==> config.mk <==
export PLATFORM = sky130hd
export DESIGN_NAME = reset_gen_flat
export DESIGN_NICKNAME = d
export VERILOG_FILES = /design/src/rtl/reset_gen_if.sv /design/src/rtl/reset_gen.sv /design/src/flat_wrapper.sv
export SDC_FILE = /design/constraint.sdc
export NUM_CORES = 1
export LEC_CHECK = 0
export BUFFER_PORTS_ARGS = -buffer_cell sky130_fd_sc_hd__buf_4
export CAP_MARGIN = 15
export CELL_PAD_IN_SITES_DETAIL_PLACEMENT = 0
export CELL_PAD_IN_SITES_GLOBAL_PLACEMENT = 1
export CORE_MARGIN = 3
export CORE_UTILIZATION = 46
export DETAILED_ROUTE_END_ITERATION = 6
export PLACE_DENSITY_LB_ADDON = 0.1
export SLEW_MARGIN = 40
export SYNTH_ARGS = -nofsm -noshare
export SYNTH_HDL_FRONTEND = slang
export SYNTH_SLANG_ARGS = --single-unit
==> constraint.sdc <==
create_clock -name clk -period 3 [get_ports clk]
set_input_delay 0.75 -clock clk [delete_from_list [all_inputs] [get_ports clk]]
set_output_delay 0.75 -clock clk [all_outputs]
set_load 0.03 [all_outputs]
==> src/rtl/reset_gen_if.sv <==
// Signal bundle between the board reset generator and its environment.
// The master side drives the reset sources; the slave side (reset_gen) drives the reset outputs.
interface reset_gen_if;
   logic       btn_n;
   logic       sw_req;
   logic       pll_locked;
   logic       arst_n_o;
   logic       busy;
   logic [1:0] cause;

   modport master (
      output btn_n,
      output sw_req,
      output pll_locked,
      input  arst_n_o,
      input  busy,
      input  cause
   );

   modport slave (
      input  btn_n,
      input  sw_req,
      input  pll_locked,
      output arst_n_o,
      output busy,
      output cause
   );
endinterface

==> src/rtl/reset_gen.sv <==
// Global active-low reset source: POR, debounced pushbutton, software request and PLL lock loss.
// Define RESET_GEN_LOCK_MON_EN to synchronize pll_locked and use lock loss as a reset trigger.
module reset_gen #(
   parameter int DEBOUNCE_CYCLES = 16,
   parameter int ASSERT_CYCLES   = 8,
   parameter int HOLDOFF_CYCLES  = 4
) (
   input  logic       clk,
   input  logic       rst_n,
   reset_gen_if.slave bus
);
   localparam int SYNC_STAGES = 2;
   localparam int DW = (DEBOUNCE_CYCLES > 1) ? $clog2(DEBOUNCE_CYCLES) : 1;
   localparam int AW = (ASSERT_CYCLES > 1) ? $clog2(ASSERT_CYCLES) : 1;
   localparam int HW = (HOLDOFF_CYCLES > 0) ? $clog2(HOLDOFF_CYCLES + 1) : 1;

   localparam logic [DW-1:0] DEB_LAST     = DW'(DEBOUNCE_CYCLES - 1);
   localparam logic [AW-1:0] ASSERT_LOAD  = AW'(ASSERT_CYCLES - 1);
   localparam logic [HW-1:0] HOLDOFF_LOAD = HW'(HOLDOFF_CYCLES);

   localparam logic [1:0] CAUSE_POR  = 2'b00;
   localparam logic [1:0] CAUSE_BTN  = 2'b01;
   localparam logic [1:0] CAUSE_SW   = 2'b10;
   localparam logic [1:0] CAUSE_LOCK = 2'b11;

   typedef enum logic [1:0] {
      ST_ASSERT = 2'd0,
      ST_WAIT   = 2'd1,
      ST_RUN    = 2'd2
   } state_t;

   // ---------------- button synchronizer and debouncer ----------------
   logic [SYNC_STAGES-1:0] btn_sync_q;
   logic                   btn_s;
   logic [DW-1:0]          deb_cnt_q, deb_cnt_d;
   logic                   btn_dn_q, btn_dn_d;
   logic                   press_q, press_d;

   always_ff @(posedge clk) begin
      if (!rst_n) begin
         btn_sync_q <= '1;
      end else begin
         btn_sync_q <= {btn_sync_q[SYNC_STAGES-2:0], bus.btn_n};
      end
   end

   assign btn_s = btn_sync_q[SYNC_STAGES-1];

   // btn_dn_q holds the debounced active-low level; press fires on its falling toggle.
   always_comb begin
      deb_cnt_d = '0;
      btn_dn_d  = btn_dn_q;
      press_d   = 1'b0;
      if (btn_s != btn_dn_q) begin
         if (deb_cnt_q == DEB_LAST) begin
            btn_dn_d = btn_s;
            press_d  = ~btn_s;
         end else begin
            deb_cnt_d = deb_cnt_q + 1'b1;
         end
      end
   end

   always_ff @(posedge clk) begin
      if (!rst_n) begin
         deb_cnt_q <= '0;
         btn_dn_q  <= 1'b1;
         press_q   <= 1'b0;
      end else begin
         deb_cnt_q <= deb_cnt_d;
         btn_dn_q  <= btn_dn_d;
         press_q   <= press_d;
      end
   end

   // ---------------- PLL lock monitor ----------------
   logic lock_s;
   logic lock_loss;

`ifdef RESET_GEN_LOCK_MON_EN
   logic [SYNC_STAGES-1:0] lock_sync_q;
   logic                   lock_dly_q;

   always_ff @(posedge clk) begin
      if (!rst_n) begin
         lock_sync_q <= '0;
         lock_dly_q  <= 1'b0;
      end else begin
         lock_sync_q <= {lock_sync_q[SYNC_STAGES-2:0], bus.pll_locked};
         lock_dly_q  <= lock_sync_q[SYNC_STAGES-1];
      end
   end

   assign lock_s    = lock_sync_q[SYNC_STAGES-1];
   assign lock_loss = lock_dly_q & ~lock_s;
`else
   logic unused_pll_locked;

   assign unused_pll_locked = bus.pll_locked;
   assign lock_s            = 1'b1;
   assign lock_loss         = 1'b0;
`endif

   // ---------------- reset sequencer ----------------
   state_t        state_q;
   logic [AW-1:0] assert_cnt_q;
   logic [HW-1:0] hold_cnt_q;
   logic [1:0]    cause_q;
   logic          arst_n_q;
   logic          busy_q;

   logic          sw_ok;
   logic          run_trig;
   logic [1:0]    run_cause;

   assign sw_ok    = bus.sw_req && (hold_cnt_q == '0);
   assign run_trig = lock_loss || press_q || sw_ok;

   always_comb begin
      run_cause = CAUSE_SW;
      if (lock_loss) begin
         run_cause = CAUSE_LOCK;
      end else if (press_q) begin
         run_cause = CAUSE_BTN;
      end
   end

   // arst_n_q and busy_q are loaded from the next state so they track RUN with no extra delay.
   always_ff @(posedge clk) begin
      if (!rst_n) begin
         state_q      <= ST_ASSERT;
         assert_cnt_q <= ASSERT_LOAD;
         hold_cnt_q   <= HOLDOFF_LOAD;
         cause_q      <= CAUSE_POR;
         arst_n_q     <= 1'b0;
         busy_q       <= 1'b1;
      end else begin
         case (state_q)
            ST_ASSERT: begin
               if (lock_loss || press_q) begin
                  assert_cnt_q <= ASSERT_LOAD;
                  cause_q      <= lock_loss ? CAUSE_LOCK : CAUSE_BTN;
               end else if (assert_cnt_q == '0) begin
                  state_q <= ST_WAIT;
               end else begin
                  assert_cnt_q <= assert_cnt_q - 1'b1;
               end
            end
            ST_WAIT: begin
               if (press_q) begin
                  state_q      <= ST_ASSERT;
                  assert_cnt_q <= ASSERT_LOAD;
                  cause_q      <= CAUSE_BTN;
               end else if (btn_dn_q && lock_s) begin
                  state_q    <= ST_RUN;
                  hold_cnt_q <= HOLDOFF_LOAD;
                  arst_n_q   <= 1'b1;
                  busy_q     <= 1'b0;
               end
            end
            ST_RUN: begin
               if (hold_cnt_q != '0) begin
                  hold_cnt_q <= hold_cnt_q - 1'b1;
               end
               if (run_trig) begin
                  state_q      <= ST_ASSERT;
                  assert_cnt_q <= ASSERT_LOAD;
                  cause_q      <= run_cause;
                  arst_n_q     <= 1'b0;
                  busy_q       <= 1'b1;
               end
            end
            default: begin
               state_q      <= ST_ASSERT;
               assert_cnt_q <= ASSERT_LOAD;
               arst_n_q     <= 1'b0;
               busy_q       <= 1'b1;
            end
         endcase
      end
   end

   assign bus.arst_n_o = arst_n_q;
   assign bus.busy     = busy_q;
   assign bus.cause    = cause_q;

endmodule
==> src/flat_wrapper.sv <==
// flat-port wrapper written by rule: the top's interface ports become plain ports
module reset_gen_flat 
#(
   parameter int DEBOUNCE_CYCLES = 16,
   parameter int ASSERT_CYCLES   = 8,
   parameter int HOLDOFF_CYCLES  = 4
)
  (clk, rst_n, bus_btn_n, bus_sw_req, bus_pll_locked, bus_arst_n_o, bus_busy, bus_cause);
  reset_gen_if bus_i ();
  input  logic clk;
  input  logic rst_n;
  input wire logic [$bits(bus_i.btn_n)-1:0] bus_btn_n;
  input wire logic [$bits(bus_i.sw_req)-1:0] bus_sw_req;
  input wire logic [$bits(bus_i.pll_locked)-1:0] bus_pll_locked;
  output wire logic [$bits(bus_i.arst_n_o)-1:0] bus_arst_n_o;
  output wire logic [$bits(bus_i.busy)-1:0] bus_busy;
  output wire logic [$bits(bus_i.cause)-1:0] bus_cause;
  assign bus_i.btn_n = bus_btn_n;
  assign bus_i.sw_req = bus_sw_req;
  assign bus_i.pll_locked = bus_pll_locked;
  assign bus_arst_n_o = bus_i.arst_n_o;
  assign bus_busy = bus_i.busy;
  assign bus_cause = bus_i.cause;
  reset_gen #(.DEBOUNCE_CYCLES(DEBOUNCE_CYCLES), .ASSERT_CYCLES(ASSERT_CYCLES), .HOLDOFF_CYCLES(HOLDOFF_CYCLES)) u_core (.clk(clk), .rst_n(rst_n), .bus(bus_i));
endmodule
==> run metrics <==
outcome=finished clean; Antenna Nets Post-Route=0; Comb pwr share=4.6%; top cells by count, synth=20 x dfxtp_1, 10 x nand2_1, 9 x nor2_1; Critical Path RT=~3200 ps; maxcap violations=0; Slew @ Worst Pin=around 620 ps; Top Ports=9; Core ar.=roughly 1800 sq um; drt total wl=about 1400 um; area share of the largest cell type after synthesis=44.2%; CP Capture Type=flip-flop; Seq pwr share=between 50% and 60%; worst path cell trace=inv_1 > ha_1 > nor2b_2 > a211o_4 > o31ai_2 > mux2_4; crit start category=flip-flop; syn nets=around 110; Tot Pwr=0.518 mW; first-pass GRT wire length=2440 um; share of cells above drive strength 1=17.3%; max incr delay on CP=370 ps; Main synth FF type=dfxtp_1; P&R area growth vs syn=12.2%; GRT Total Usage=between 10% and 20%; Post-synth EDFFs=0; vias in the first global route=580; clock transition at the registers of the reported paths=approximately 120 ps; Setup Fix Bufs, Post-CTS=0; Die Span Y=approximately 50 um; WL per Instance=~11 um; Setup-failing EPs final=0; Pwr Density=about 510 nW/um^2; Slew Limit Fails=0; Die Area=around 2500 sq um; PortBufs=7; worst min path class=reg -> reg; register area share after synthesis=between 40 and 50%; Max Fclk=600 MHz; WP data arrival=~1900 ps; # rows=15; top-count cell post-synth=dfxtp_1; hold buffers post-CTS=0; post-CTS sizing=0; Tmin final=1670 ps; Clock Tree Root=clkbuf_4; Synth area leader=dfxtp_1; CTS tree=built; internal power=about 0.42 mW; Mean Syn Cell Area=between 9 and 10 sq um; clock skew=~7.3 ps; kind of critical path=reg -> reg; worst skew pair latency=between 300 and 400 ps; Async S/R FF share, synth=0%; clock share of power=a little over two fifths; RD Place Congestion=0.684; Avg Vias per Cell=roughly 4.9; GRT overflow=0; initial antenna violation count=0; period utilization=55.6%; TritonCTS Buffers=3; number of remaining DRC errors=0; Initial Utilization=between 50% and 60%; critical path fanouts, max=5; Mapped Cells=96; CTS sink cnt=20; synth warn=0; synthesized area=approximately 910 sq um; diode count=0; Peak VDD IR=roughly 0.32 mV; Detail Placement HPWL=~1000 um; P_sw=roughly 0.10 mW; 1st-iter DRT viols=3; largest net degree at the start of global routing=16; Slowest cell on crit path=a211o_4; clk buf depth=2; leak pwr=about 0.45 nW; setup tns final=0 ps; RSZ-0062 raised after global routing=no; DR vias=about 630; DRT Pass-1 Iters=4; Switching Share=about 19%; H-tree depth=1; Synth cell types=29; number of nets in the layout=roughly 120; final hold violations=0; Die X=a little over 50 um; Seq cells post-synth=20; max_slew headroom=58.1%; Area contributors post-synth=dfxtp_1 44%, ha_1 6.9%, nand2_1 4.1%, nor2_1 3.7%, nand3_1 3.3%
## placed cells by master, fill, tap and decap left out, types with 2 or more instances in the layout
cell type  Yosys  final
dfxtp_1       20     20
nand2_1       10     10
nor2_1         9      9
inv_1          8      8
buf_4          0      7
nand3_1        6      6
a21oi_1        5      5
ha_1           5      5
and3_1         4      4
nand2b_1       3      3
xor2_1         3      3
clkbuf_4       0      3
a31oi_1        2      2
xnor2_1        2      2
mux2i_1        2      2
## power groups by stage
stage	logic (mW)	clock network [mW]	registers [mW]
final	0.0240	0.221	0.273
after global routing	0.0280	0.238	0.275
after CTS	0.0246	0.226	0.274
after detailed placement	0.0244	0	0.280
after global placement	0.0242	0	0.279
after floorplan	0.0177	0	0.279
## layer usage
metal,vias to the layer above,wire [um],GRT usage [%]
met5,-,0,0
met4,0,40,9.42
met3,5,39,3.56
met2,7,609,19.3
met1,281,704,16.0
li1,339,-,-
## sequential cells by signal, indices dropped and copies added (netlist names)
register and count:
u_core.hold_cnt_q 3, u_core.bus.cause 2, u_core.btn_sync_q 2, u_core.bus.arst_n_o 1, u_core.assert_cnt_q 3, u_core.press_q 1, u_core.deb_cnt_q 4, u_core.state_q 2
u_core.btn_dn_q 1, u_core.bus.busy 1
## final timing paths
kind / from / to / slack, ps / cells after the start
max: u_core.hold_cnt_q[0]$_SDFFE_PN0P_ / u_core.assert_cnt_q[1]$_SDFFE_PN1P_ / 1330 / 6
min: u_core.btn_sync_q[0]$_SDFF_PN1_ / u_core.btn_sync_q[1]$_SDFF_PN1_ / 430 / 1
max reg2reg: u_core.hold_cnt_q[0]$_SDFFE_PN0P_ / u_core.assert_cnt_q[1]$_SDFFE_PN1P_ / 1330 / 6
min reg2reg: u_core.btn_sync_q[0]$_SDFF_PN1_ / u_core.btn_sync_q[1]$_SDFF_PN1_ / 430 / 1
## area by class of cell
class | instances | area (sq um)
fill | 180 | 767
multi-input combinational | 65 | 449
sequential | 20 | 400
timing repair buffer | 7 | 52.6
tap | 25 | 31.3
clock inverter | 1 | 30.0
inverter | 8 | 30.0
clock buffer | 3 | 22.5
## critical path, delay by kind of cell, from the launching register on
kind / cells / cell delay, ps
AOI/OAI and AO/OA: 2 / 480
DFF: 1 / 330
muxes: 1 / 330
adders and majority gates: 1 / 190
and+or+nand+nor: 1 / 170
buffers and inverters: 1 / 70
## kinds of logic (layout without fill, tap and decap cells)
kind of cell / count (synthesis) / after routing / synth area share, %
simple gates: 38 / 38 / 21.7
flops: 20 / 20 / 44.2
compound gates: 14 / 14 / 12.3
buf+inv: 11 / 19 / 6.22
fa+ha+maj: 5 / 5 / 6.91
xor+xnor: 5 / 5 / 4.84
mux: 3 / 3 / 3.87
## per-stage QoR
step	cell area [sq um]	worst slack (ps)	utilization, %	instances	hold WS (ps)
6_report	1020	1330	57.0	129	425
2_1_floorplan	906	1390	-	96	386
3_3_place_gp	963	1040	54.0	125	388
4_1_cts	1020	1330	57.0	129	430
3_5_place_dp	963	1020	54.0	125	402
5_1_grt	1020	1250	57.0	129	467
(Power assumes the default switching activity.)
